`src/rtl/uart_tx_fifo.sv`:
```
// Parametrised UART transmitter fed by a valid/ready write FIFO.
// Frames (start, data LSB first, optional parity, one or two stops) leave the FIFO back-to-back.
module uart_tx_fifo #(
    parameter int CLK_FREQ     = 100_000_000,
    parameter int DATA_BITS    = 8,
    parameter int FIFO_DEPTH   = 16,
    parameter int DIV_OVERRIDE = 0
) (
    input  logic                          clock,
    input  logic                          reset,
    input  logic                          s_valid,
    output logic                          s_ready,
    input  logic [DATA_BITS-1:0]          s_data,
    input  logic [1:0]                    parity_type,
    input  logic [1:0]                    baud_sel,
    input  logic                          stop_two,
    output logic                          data_tx,
    output logic                          active_flag,
    output logic                          done_flag,
    output logic [$clog2(FIFO_DEPTH):0]   fifo_count,
    output logic                          fifo_full,
    output logic                          fifo_empty
);

    localparam int PTR_W     = $clog2(FIFO_DEPTH);
    localparam int CNT_W     = PTR_W + 1;
    localparam int DIV_2400  = (CLK_FREQ + 1200) / 2400;
    localparam int DIV_4800  = (CLK_FREQ + 2400) / 4800;
    localparam int DIV_9600  = (CLK_FREQ + 4800) / 9600;
    localparam int DIV_19200 = (CLK_FREQ + 9600) / 19200;
    localparam int DIV_MAX   = (DIV_OVERRIDE != 0) ? DIV_OVERRIDE : DIV_2400;
    localparam int BAUD_W    = $clog2(DIV_MAX + 1);
    localparam int BIT_W     = $clog2(DATA_BITS + 1);

    typedef enum logic [2:0] {
        ST_IDLE   = 3'd0,
        ST_START  = 3'd1,
        ST_DATA   = 3'd2,
        ST_PARITY = 3'd3,
        ST_STOP   = 3'd4
    } state_t;

    // Clocks per bit for a baud selection; the override wins for every selection.
    function automatic logic [BAUD_W-1:0] div_for(input logic [1:0] sel);
        logic [BAUD_W-1:0] div_v;
        if (DIV_OVERRIDE != 0) begin
            div_v = BAUD_W'(DIV_OVERRIDE);
        end else begin
            case (sel)
                2'b00:   div_v = BAUD_W'(DIV_2400);
                2'b01:   div_v = BAUD_W'(DIV_4800);
                2'b10:   div_v = BAUD_W'(DIV_9600);
                default: div_v = BAUD_W'(DIV_19200);
            endcase
        end
        return div_v;
    endfunction

    // Odd parity makes the total count of ones odd, even parity makes it even.
    function automatic logic parity_bit(input logic [DATA_BITS-1:0] d, input logic [1:0] pt);
        logic p_v;
        if (pt == 2'b01) begin
            p_v = ~(^d);
        end else begin
            p_v = ^d;
        end
        return p_v;
    endfunction

    logic [DATA_BITS-1:0] mem_r [FIFO_DEPTH];
    logic [PTR_W-1:0]     wr_ptr_r;
    logic [PTR_W-1:0]     rd_ptr_r;
    logic [CNT_W-1:0]     count_r;
    logic                 full_r;
    logic                 empty_r;

    state_t               state_r;
    logic                 data_tx_r;
    logic                 active_r;
    logic                 done_r;
    logic [BAUD_W-1:0]    baud_cnt_r;
    logic [BAUD_W-1:0]    div_r;
    logic [BIT_W-1:0]     bit_idx_r;
    logic                 stop_idx_r;
    logic [DATA_BITS-1:0] shift_r;
    logic                 parity_r;
    logic                 has_par_r;
    logic                 stop_two_r;

    logic                 push_s;
    logic                 pop_s;
    logic                 bit_end_s;
    logic                 frame_end_s;

    // Handshake, bit-period end and pop decisions for the current cycle.
    always_comb begin
        push_s      = s_valid && !full_r;
        bit_end_s   = (baud_cnt_r == (div_r - BAUD_W'(1)));
        frame_end_s = 1'b0;
        if ((state_r == ST_STOP) && bit_end_s && (!stop_two_r || stop_idx_r)) begin
            frame_end_s = 1'b1;
        end else begin
            frame_end_s = 1'b0;
        end
        pop_s = !empty_r && ((state_r == ST_IDLE) || frame_end_s);
    end

    // FIFO storage; contents need no reset because the pointers qualify them.
    always_ff @(posedge clock) begin
        if (push_s) begin
            mem_r[wr_ptr_r] <= s_data;
        end
    end

    // FIFO pointers, occupancy and registered full/empty flags.
    always_ff @(posedge clock) begin
        if (reset) begin
            wr_ptr_r <= '0;
            rd_ptr_r <= '0;
            count_r  <= '0;
            full_r   <= 1'b0;
            empty_r  <= 1'b1;
        end else begin
            if (push_s) begin
                wr_ptr_r <= wr_ptr_r + PTR_W'(1);
            end
            if (pop_s) begin
                rd_ptr_r <= rd_ptr_r + PTR_W'(1);
            end
            case ({push_s, pop_s})
                2'b10: begin
                    count_r <= count_r + CNT_W'(1);
                    full_r  <= (count_r == CNT_W'(FIFO_DEPTH - 1));
                    empty_r <= 1'b0;
                end
                2'b01: begin
                    count_r <= count_r - CNT_W'(1);
                    full_r  <= 1'b0;
                    empty_r <= (count_r == CNT_W'(1));
                end
                default: begin
                    count_r <= count_r;
                end
            endcase
        end
    end

    // Frame sequencer: latches word and configuration on pop, then shifts bits out.
    always_ff @(posedge clock) begin
        if (reset) begin
            state_r    <= ST_IDLE;
            data_tx_r  <= 1'b1;
            active_r   <= 1'b0;
            done_r     <= 1'b0;
            baud_cnt_r <= '0;
            div_r      <= '0;
            bit_idx_r  <= '0;
            stop_idx_r <= 1'b0;
            shift_r    <= '0;
            parity_r   <= 1'b0;
            has_par_r  <= 1'b0;
            stop_two_r <= 1'b0;
        end else begin
            done_r <= 1'b0;
            if (pop_s) begin
                shift_r    <= mem_r[rd_ptr_r];
                parity_r   <= parity_bit(mem_r[rd_ptr_r], parity_type);
                has_par_r  <= (parity_type == 2'b01) || (parity_type == 2'b10);
                stop_two_r <= stop_two;
                div_r      <= div_for(baud_sel);
            end
            if ((state_r == ST_IDLE) || bit_end_s) begin
                baud_cnt_r <= '0;
            end else begin
                baud_cnt_r <= baud_cnt_r + BAUD_W'(1);
            end
            case (state_r)
                ST_IDLE: begin
                    data_tx_r <= 1'b1;
                    active_r  <= 1'b0;
                    if (pop_s) begin
                        state_r   <= ST_START;
                        data_tx_r <= 1'b0;
                        active_r  <= 1'b1;
                    end
                end
                ST_START: begin
                    if (bit_end_s) begin
                        state_r   <= ST_DATA;
                        data_tx_r <= shift_r[0];
                        bit_idx_r <= '0;
                    end
                end
                ST_DATA: begin
                    if (bit_end_s) begin
                        if (bit_idx_r == BIT_W'(DATA_BITS - 1)) begin
                            if (has_par_r) begin
                                state_r   <= ST_PARITY;
                                data_tx_r <= parity_r;
                            end else begin
                                state_r    <= ST_STOP;
                                data_tx_r  <= 1'b1;
                                stop_idx_r <= 1'b0;
                            end
                        end else begin
                            bit_idx_r <= bit_idx_r + BIT_W'(1);
                            shift_r   <= shift_r >> 1;
                            data_tx_r <= shift_r[1];
                        end
                    end
                end
                ST_PARITY: begin
                    if (bit_end_s) begin
                        state_r    <= ST_STOP;
                        data_tx_r  <= 1'b1;
                        stop_idx_r <= 1'b0;
                    end
                end
                ST_STOP: begin
                    if (frame_end_s) begin
                        done_r <= 1'b1;
                        if (pop_s) begin
                            state_r   <= ST_START;
                            data_tx_r <= 1'b0;
                        end else begin
                            state_r  <= ST_IDLE;
                            active_r <= 1'b0;
                        end
                    end else if (bit_end_s) begin
                        stop_idx_r <= 1'b1;
                    end
                end
                default: begin
                    state_r   <= ST_IDLE;
                    data_tx_r <= 1'b1;
                    active_r  <= 1'b0;
                end
            endcase
        end
    end

    assign s_ready     = !full_r;
    assign data_tx     = data_tx_r;
    assign active_flag = active_r;
    assign done_flag   = done_r;
    assign fifo_count  = count_r;
    assign fifo_full   = full_r;
    assign fifo_empty  = empty_r;

endmodule

```
`config.mk`:
```
export PLATFORM = sky130hd
export DESIGN_NAME = uart_tx_fifo
export DESIGN_NICKNAME = d
export VERILOG_FILES = /design/src/rtl/uart_tx_fifo.sv
export SDC_FILE = /design/constraint.sdc
export NUM_CORES = 1
export LEC_CHECK = 0
export ABC_AREA = 1
export BUFFER_PORTS_ARGS = -buffer_cell sky130_fd_sc_hd__buf_2
export CAP_MARGIN = 20
export CORE_MARGIN = 1
export CORE_UTILIZATION = 30
export CTS_CLUSTER_DIAMETER = 200
export DETAILED_ROUTE_END_ITERATION = 8
export HOLD_SLACK_MARGIN = 0.06
export MAX_ROUTING_LAYER = met4
export REMOVE_ABC_BUFFERS = 1
export SLEW_MARGIN = 20
export SYNTH_ARGS = -nofsm -noshare
export SYNTH_HDL_FRONTEND = slang
export SYNTH_SLANG_ARGS = --single-unit
```
`constraint.sdc`:
```
create_clock -name clock -period 7.4 [get_ports clock]
set_input_delay 0.74 -clock clock [delete_from_list [all_inputs] [get_ports clock]]
set_output_delay 0.74 -clock clock [all_outputs]
set_load 0.03 [all_outputs]
```
== After elaboration in Yosys (flattened, before gate mapping) ==
Memory sizes are Yosys's and may differ from the RTL's. A register that Yosys moved wholly into a read port is not among the register bits.
Index checks and enable logic that the tools add are counted.
Operators by class
  add/sub/neg operators: 7
  equality and inequality tests: 26
  multiplexer cells: 47
  bitwise logic cells: 3
  reductions and logical operators: 25
Operators by type and width (number)
  $pmux 16 s3: 1
  $mux 8: 4
  $ne 2x2->1 const B: 12
  $mux 1: 22
  $mux 3: 7
  $mux 4: 5
  $add 16x1->16 const B: 1
  $eq 16x16->1: 1
  $sub 16x1->16 const B: 1
  $pmux 3 s5: 1
  $add 4x1->4 const B: 3
  $pmux 5 s2: 1
  $pmux 4 s2: 1
  $reduce_xor 8->1: 1
  $reduce_and 7->1: 1
  $eq 2x1->1 const B: 3
  $eq 2x2->1 const B: 3
  $eq 3x2->1 const B: 2
  $pmux 1 s3: 2
  $reduce_and 6->1: 1
  $add 5x1->5 const B: 1
  $eq 5x1->1 const B: 1
  $eq 5x4->1 const B: 1
  $pmux 1 s5: 1
  18 further kinds: 31
Word-level totals
  register bits after elaboration: 69
  bits in writable memories: 128
  bits of input ports: 16
  output and inout port bits: 11
  logic and storage cells: 126
  memories: 1
Memories
  mem_r: depth 16, width 8, rd ports 1, clocked after memory_dff 1, wr ports 1, line 70  | logic [DATA_BITS-1:0] mem_r [FIFO_DEPTH];

== Logic depth before layout (Yosys ltp) ==
Gate-level depths: netlist of run 1.
  depth in word-level cells: 11
  gate-level depth with buffers: 25
  gate-level depth less buffers: 23

== Worst setup path after synthesis of run 1 ==
OpenSTA, ideal clock, no wires.
  path type: register to register
  start: register div_r[9]
  end: register count_r[2] (netlist: fifo_count[2])
  arrival: 2976 ps
  data required time: 7278 ps
  slack: 4302 ps
  stages on the path, launching flop included: 26
  path buffers: 3
  path through: dfxtp_1 > buf_6 > inv_1 > ha_1 > ha_1 > inv_1 > nand2_1 > nand2_1 > nand2_1 > nand2_1 > inv_2 > nand2_1 > nor2_1 > nand2_1 > nor2_2 > nand3_4 > nor2_4 > nand3_4 > nand2_8 > buf_12 > ha_1 > clkbuf_1 > a21oi_1 > o21ai_0 > o21ai_0 > a21oi_1
Between the ends
  cells in the longest elaborated chain, start to end: 9
RTL lines
  start, declared: line 82  | logic [BAUD_W-1:0] div_r;
  start signal, assigned: line 170  | div_r <= div_for(baud_sel);
  $sub 16x1->16 (*): line 98  | bit_end_s = (baud_cnt_r == (div_r - BAUD_W'(1)));
  $eq 16x16->1 (*): line 98
  $logic_and 1x1->1 (*) (2 in series): line 100  | if ((state_r == ST_STOP) && bit_end_s && (!stop_two_r || stop_idx_r)) begin
  $mux 1 (*): line 100
  $logic_or 1x1->1 (*): line 105  | pop_s = !empty_r && ((state_r == ST_IDLE) || frame_end_s);
  $logic_and 1x1->1 (*): line 105
  $eq 2x1->1 / $eq 2x2->1 (equally long branches): line 130  | case ({push_s, pop_s})
  $pmux 5 s2 / $reduce_bool 2->1 (equally long branches)
  end signal, assigned: line 132  | count_r <= count_r + CNT_W'(1);
  end signal, assigned: line 137  | count_r <= count_r - CNT_W'(1);
  end signal, assigned: line 142  | count_r <= count_r;
  end, declared: line 73  | logic [CNT_W-1:0] count_r;
Mark *: on every way between the ends. The rest lies on a longest branch, timed or not.
A chain may end at the register's enable or synchronous reset.

== Worst setup path in the final report of run 1 ==
Same ends and word-level chain as after synthesis.

==> results of run 1 <==
==> layout by cell type, fill, tap and decap left out, types with 5 or more instances in the layout <==
cell type / instances
ha_1: 22
nand2_1: 333
dfxtp_1: 66
nor2_2: 5
o21ai_0: 31
clkinv_1: 5
nand3_1: 111
xnor2_1: 13
xor2_1: 12
inv_1: 136
a21oi_1: 27
nor2_4: 7
nor3b_1: 5
a21oi_2: 11
nand2_2: 11
nand4_1: 7
clkbuf_16: 17
nor2_1: 96
edfxtp_1: 128
nor3_1: 9
nor4_1: 6
o211ai_1: 9
buf_2: 26
==> stage by stage <==
stage               instances  hold WS, ns  utilization  worst slack [ns]
floorplan                1079       0.4388            -             3.550
global placement         1511       0.4402       0.3189             3.968
detailed placement       1511       0.4567       0.3189             3.881
CTS                      1542       0.4693       0.3361             3.862
global route             1542       0.4918       0.3361             3.473
finish                   1542       0.4673       0.3361             3.835
==> cell usage after synthesis (4+ instances only) <==
cell type  instances  area share
a21oi_1           27       0.014
a21oi_2           11       0.010
buf_2             11      0.0057
buf_6              4      0.0047
clkbuf_1          20      0.0078
dfxtp_1           67        0.14
edfxtp_1         128        0.40
ha_1              22       0.029
inv_1            136       0.053
nand2_1          333        0.13
nand2_2           11      0.0071
nand3_1          111       0.058
nand3_4            4      0.0073
nand3b_1           4      0.0031
nand4_1            7      0.0045
nor2_1            96       0.037
nor2_2             5      0.0032
nor2_4             7      0.0082
nor3_1             9      0.0047
nor3b_1            5      0.0039
nor4_1             6      0.0039
o211ai_1           9      0.0070
o21ai_0           31       0.016
or2_2              4      0.0026
xnor2_1           13       0.012
xor2_1            12       0.011
==> kinds of logic after synthesis <==
group           after synthesis  share of synthesized area
xor+xnor                     26                    0.02438
fa+ha+maj                    22                    0.02853
buf+inv                     183                    0.07886
flops                       195                     0.5375
simple gates                606                     0.2778
compound gates               87                    0.05292
==> worst max-delay path, stage by stage, from the launching register on <==
cell and delay [ns]:
dfxtp_1 0.50, inv_1 0.13, ha_1 0.29, ha_1 0.32
xor2_1 0.15, nand4_1 0.13, nor2_1 0.11, nand2_1 0.07
nor2_2 0.14, nand3_4 0.13, nor2_4 0.14, nand3_4 0.19
nand2_8 0.26, ha_1 0.38, a21oi_1 0.15, o21ai_0 0.13
o21ai_0 0.16, a21oi_1 0.05
==> sequential cells by signal (all words and copies together), names as in the netlist, 3 cells and up, named ones only <==
register    cells
baud_cnt_r     16
bit_idx_r       4
div_r          10
fifo_count      5
mem_r         128
rd_ptr_r        4
shift_r         8
state_r         3
wr_ptr_r        4
==> layer usage <==
layer | global-route usage | up-vias
li1 | - | 3634
met1 | 0.1781 | 3279
met2 | 0.2240 | 114
met3 | 0.02379 | 35
met4 | 0.05593 | 0
met5 | - | -
==> area by class of cell <==
| type | instances | area share |
|---|---|---|
| flip-flops and latches | 195 | 0.4877 |
| clock buffers | 17 | 0.04000 |
| inverters | 143 | 0.05071 |
| well taps | 402 | 0.04730 |
| repair buffers | 30 | 0.01506 |
| multi-input cells | 741 | 0.3480 |
| clock inverters | 14 | 0.01118 |
==> worst max-delay path by stage <==
stage                     startpoint                    endpoint  depth (start not counted)
6_report       div_r[9]$_SDFFE_PP0N_  fifo_count[2]$_SDFFE_PP0P_                         17
4_1_cts        div_r[9]$_SDFFE_PP0N_  fifo_count[2]$_SDFFE_PP0P_                         17
2_1_floorplan                   flop       parity_r$_SDFFE_PP0N_                         16
3_3_place_gp   div_r[9]$_SDFFE_PP0N_  fifo_count[3]$_SDFFE_PP0P_                         22
5_1_grt        div_r[9]$_SDFFE_PP0N_  fifo_count[2]$_SDFFE_PP0P_                         18
3_5_place_dp   div_r[9]$_SDFFE_PP0N_  fifo_count[3]$_SDFFE_PP0P_                         18
==> power breakdown <==
group	leakage (nW)	internal (mW)	switching, mW	total [mW]
logic	2.47	0.453	0.929	1.38
clock network	0.255	0.436	0.426	0.863
registers	1.70	1.26	0.125	1.39
==> qor.csv, run 1 <==
stage,metric,value,unit
run_status,status,completed,
route,first_pass_iters,5,
floorplanning,die_h,181.3,um
pwr,p_leak,4.427,nW
timing,min_period,3.565,ns
yosys,synth_cell_types,43,
floorplanning,rows,65,
global_routing,antenna_found_initial,0,
timing,tightestPinTransition,0.9524,ns
route,wire_per_inst,14.00,um
route,initialDrtViolationCount,365,
clocking,hold_buffers,0,
clocking,clock_sink_count,195,
clocking,clockBufferDepth,2,
route,viasPerCell,4.580,
global_routing,grt_max_degree,58,
final_layout,fill_cells,3272,
worst_setup_path,arrival,3.89,ns
yosys,ys_seq_area_frac,0.5375,
timing,tns,0,ns
clocking,htree_num_levels,4,
worst_setup_path,r2r_setup_slack,3.83,ns
clocking,cts-root-buf,clkbuf_16,
clocking,numCtsBuffers,17,
clocking,clkTransAtPathRegs,0.07,ns
hold_path,hold_path_depth,2,
route,m1WireLength,10.24,mm
final_layout,fin_nets,1166,
route,drc,0,
global_routing,grt_usage,0.1409,
floorplanning,start_util,0.3049,
yosys,synthArstFlopShare,0,
clocking,post_cts_buffers,0,
timing,slew_violations,0,
pwr,power.density,341.5,nW/um^2
final_layout,diodes,0,
worst_setup_path,path_class,reg -> reg,
final_layout,drive_above_1_share,0.09649,
clocking,insertion_delay,0.44,ns
timing,finalSetupViolations,0,
floorplanning,die_area,32880,sq um
yosys,avgSynthCellArea,8.621,sq um
worst_setup_path,rr_endpoint,fifo_count[2]$_SDFFE_PP0P_,
floorplanning,io_pins,27,
timing,relSlewSlack,0.3651,
final_layout,seq_area,5186,sq um
yosys,synth_flop_cell,edfxtp_1,
worst_setup_path,cp-start-kind,flop,
yosys,yosys_warnings,0,
worst_setup_path,required,7.73,ns
placement,dpl.hpwl,14.53,mm
flow_run,cap_violations,0,
worst_setup_path,rr_worst_depth,17,
timing,fmax,280.5,MHz
global_routing,grt_pass1_vias,6730,
placement,dpl_cell_area,10090,sq um
yosys,syn_inst,1119,
worst_setup_path,r2r_start,div_r[9]$_SDFFE_PP0N_,
floorplanning,die_x,181.3,um
final_layout,syn2layout_area_growth,10.23,%
timing,worst_clock_skew,0.01395,ns
floorplanning,core_area,31640,sq um
timing,final_hold_viol_count,0,
route,highest_layer,met4,
timing,grt_setup_unrepaired,false,
timing,finalCritPeriodShare,0.4818,
route,via_count,7062,
yosys,synth_edf_count,128,
global_routing,grt_first_pass_wirelength,35.09,mm
placement,gp_congestion,0.8717,
final_layout,final_cell_area,10630,sq um
clocking,cts_resized,0,
pwr,total_power,3.631,mW
final_layout,multiInputGateArea,3701,sq um
worst_setup_path,worstPathMaxFanout,29,
global_routing,gr-total-overflow,0,
route,met2_length,10.24,mm
hold_path,min-delay-start,data_tx$_SDFFE_PP1P_,
route,finalWirelength,21.59,mm
hold_path,whs_endpoint,data_tx$_SDFFE_PP1P_,
hold_path,hp-class,reg -> reg,
worst_setup_path,end_kind,flop,
yosys,syn_area,9647,sq um
yosys,synth-seq-cells,195,
pwr,vdd_drop_max,0.1810,mV
route,wl_met3,651,um
clocking,cts_tree,yes,
placement,port-buffer-count,26,
route,detail-route-antenna-nets,0,
No activity file was read; power rests on OpenSTA's default activity.
==> inputs of run 2 (changes only) <==
--- a/config.mk
+++ b/config.mk
@@ -5,7 +5,7 @@
 export SDC_FILE = /design/constraint.sdc
 export NUM_CORES = 1
 export LEC_CHECK = 0
-export ABC_AREA = 1
+export ABC_AREA = 0
 export BUFFER_PORTS_ARGS = -buffer_cell sky130_fd_sc_hd__buf_2
 export CAP_MARGIN = 20
 export CORE_MARGIN = 1
==> constraint.sdc (replaced) <==
create_clock -name clock -period 3.09 [get_ports clock]
set_input_delay 0.309 -clock clock [delete_from_list [all_inputs] [get_ports clock]]
set_output_delay 0.309 -clock clock [all_outputs]
set_load 0.03 [all_outputs]
==> run 2 against run 1 <==
Clock skew is 0.0019 ns lower. Via count is 22% lower. Utilization is 3.1 points higher. Maximum frequency is 16% higher. Flip-flop and latch count stayed put. Synthesized area is 9.0% lower. Clock-buffer cell count is 1 higher. Final area is 0.73% lower. Highest routed layer unchanged.
==> qor.csv, run 2 <==
stage,metric,value,unit
run_status,status,completed,
final_layout,final_cells,1153,
pwr,vdd_drop_max,0.4996,mV
worst_setup_path,cp-start-kind,flop,
yosys,synth_cell_types,65,
timing,worst_clock_skew,0.01202,ns
floorplanning,rows,62,
clocking,cts_tree,yes,
yosys,avgSynthCellArea,12.99,sq um
placement,dpl.cell_count,1115,
timing,finalCritPeriodShare,0.9936,
yosys,ys_seq_area_frac,0.5906,
clocking,htree_num_levels,4,
final_layout,seq_area,5189,sq um
clocking,clock_sink_count,195,
worst_setup_path,path_class,reg -> reg,
timing,relSlewSlack,0.6436,
worst_setup_path,cp_cell_sequence,buf_6 -> or4_4 -> or4_4 -> xnor2_2 -> nor3_2 -> a41o_1 -> nand2_4 -> clkinv_4 -> ha_4 -> nand2b_4 -> or3_4 -> a21oi_2 -> xnor2_1 -> nor2_1,
timing,min_period,3.070,ns
worst_setup_path,r2r_start,div_r[0]$_SDFFE_PP0N_,
floorplanning,die_x,173.1,um
yosys,synthArstFlopShare,0,
timing,fmax,325.7,MHz
route,wl_met3,803,um
timing,final_hold_viol_count,0,
final_layout,multiInputGateArea,3477,sq um
final_layout,fin_nets,793,
floorplanning,die_h,173.1,um
floorplanning,io_pins,27,
clocking,hold_buffers,0,
flow_run,cap_violations,0,
final_layout,fill_cells,2744,
yosys,synth_edf_count,128,
worst_setup_path,arrival,3.39,ns
route,viasPerCell,4.768,
placement,port-buffer-count,26,
route,met2_length,9.257,mm
clocking,insertion_delay,0.44,ns
placement,dpl.hpwl,12.59,mm
route,first_pass_iters,4,
yosys,synth.area.top_cells,"edfxtp_1 44%, dfxtp_1 15%, mux4_2 8.7%",
clocking,clockBufferDepth,2,
global_routing,antenna_found_initial,1,
global_routing,grt_max_degree,33,
yosys,syn_inst,676,
worst_setup_path,rr_worst_depth,14,
route,wire_per_inst,16.19,um
yosys,synth.most_common_cell,edfxtp_1,
yosys,syn_area,8778,sq um
timing,grt_setup_unrepaired,true,
yosys,synth_commonest_cells,"128 x edfxtp_1, 75 x nor2_1, 67 x dfxtp_1",
worst_setup_path,required,3.41,ns
timing,tightestPinTransition,0.5346,ns
worst_setup_path,crit_top_cell,or4_4,
global_routing,grt_first_pass_wirelength,30.22,mm
clocking,numCtsBuffers,17,
yosys,synth_flop_cell,edfxtp_1,
yosys,synth_top_cell_by_area,edfxtp_1,
worst_setup_path,startpoint,div_r[0]$_SDFFE_PP0N_,
floorplanning,core_area,28780,sq um
timing,finalSetupViolations,0,
route,detail-route-antenna-nets,0,
route,via_count,5498,
worst_setup_path,r2r_setup_slack,0.02,ns
floorplanning,start_util,0.3050,
pwr,total_power,6.973,mW
clocking,cts-root-buf,clkbuf_16,
global_routing,gr-total-overflow,0,
final_layout,final_common_cell,edfxtp_1,
final_layout,largest_register_ffs,128,
worst_setup_path,critPathBufInv,2,
worst_setup_path,cp_top_family,simple AND/OR/NAND/NOR gates,
clocking,clkTransAtPathRegs,0.08,ns
pwr,power.density,660.5,nW/um^2
final_layout,syn2layout_area_growth,20.25,%
worst_setup_path,crit_path_end,fifo_count[3]$_SDFFE_PP0P_,
global_routing,grt_usage,0.1346,
final_layout,reg.largest.list,"mem_r: 128 flops, baud_cnt_r: 16 flops, div_r: 10 flops",
timing,slew_violations,0,
worst_setup_path,cpMaxStageDelayCell,or4_4,
route,drc,0,
route,initialDrtViolationCount,298,
hold_path,hp-class,in -> reg,
route,m1WireLength,8.448,mm
route,finalWirelength,18.67,mm
worst_setup_path,cp_num_cells,14,
yosys,synth-seq-cells,195,
worst_setup_path,slowest_delay,0.53,ns
yosys,netlist.area_leader.share,0.4379,
route,highest_layer,met4,
final_layout,drive_above_1_share,0.2734,
yosys,yosys_warnings,0,
final_layout,final_util,0.3668,
timing,tns,0,ns
pwr,p_leak,3.651,nW
floorplanning,die_area,29950,sq um
worst_setup_path,worstPathMaxFanout,3,
worst_setup_path,end_kind,flop,
global_routing,grt_pass1_vias,5660,
placement,gp_congestion,0.8458,
worst_setup_path,rr_endpoint,fifo_count[3]$_SDFFE_PP0P_,
final_layout,regMostFlops,mem_r,
final_layout,final_cell_mix,"128 x edfxtp_1, 73 x nor2_1, 64 x dfxtp_1",
-- run 2: cell count changes in the layout (fill, tap and decap cells not counted), moves of 20 or more --
cell / before / now
nand2_1: 333 / 49
inv_1: 136 / 15
nand3_1: 111 / 17
buf_4: 4 / 61
mux4_2: 0 / 34
nor2_1: 96 / 73
o21ai_0: 31 / 11
-- run 2: tightest hold or removal path, delay by kind of cell --
family	cells	cell delay (ns)
AO/OA/AOI/OAI	1	0.05
AND/OR/NAND/NOR	1	0.06
buffers and inverters	1	0.11
-- run 2: per-layer routing --
| layer | track usage | vias to the layer above |
|---|---|---|
| li1 | - | 2662 |
| met1 | 0.1675 | 2734 |
| met5 | - | - |
| met3 | 0.03496 | 14 |
| met2 | 0.2174 | 88 |
| met4 | 0.03466 | 0 |
-- run 2: what timing repair did --
| action | 4_1_cts | 5_1_grt |
|---|---|---|
| resized for setup | 11 | 25 |
| pin swaps | 7 | 5 |
| endpoints found under the setup margin | 19 | 14 |
| cloned | 0 | 0 |
| buffers inserted | 3 | 2 |
-- run 2: how the worst min path moves through the flow --
stage                     startpoint                        end  slack, ns  cells past startpoint
2_1_floorplan                  reset  bit_idx_r[0]$_SDFFE_PP0P_       0.37                      1
4_1_cts                     stop_two    stop_two_r$_SDFFE_PP0N_       0.12                      3
6_report                    stop_two    stop_two_r$_SDFFE_PP0N_       0.14                      3
3_3_place_gp   parity_r$_SDFFE_PP0N_      parity_r$_SDFFE_PP0N_       0.44                      2
3_5_place_dp   parity_r$_SDFFE_PP0N_      parity_r$_SDFFE_PP0N_       0.45                      2
5_1_grt                     stop_two    stop_two_r$_SDFFE_PP0N_       0.13                      3
-- run 2: per-stage QoR --
stage	setup slack (ns)	hold WS (ns)	area, sq um
detailed placement	-0.1990	0.4491	9731
CTS	-0.01541	0.1166	10440
global placement	-0.1675	0.4384	9731
global route	-0.1180	0.1333	10560
floorplan	-0.6639	0.3714	8608
finish	0.01977	0.1356	10560
-- run 2: report_power, final --
part           internal, mW  switching (mW)  total [mW]
Clock                  1.32            1.06        2.38
Sequential             2.88          0.0895        2.97
Combinational         0.810           0.812        1.62
Total                  5.01            1.96        6.97
-- run 2: area by class of cell --
type,instances,area share
Tap cell,384,0.04551
Sequential cell,195,0.4915
Antenna cell,1,0.0002371
Timing Repair Buffer,94,0.06566
Clock buffer,18,0.04065
Inverter,18,0.006874
Clock inverter,14,0.02015
Multi-Input combinational cell,429,0.3294
-- run 2: cells by family after synthesis --
logic type,share of synthesized area
AOI/OAI and AO/OA,0.07041
xor gates and xnor gates,0.05259
adders and majority gates,0.03136
buffers and inverters,0.02765
DFF,0.5907
muxes,0.09749
and+or+nand+nor,0.1298
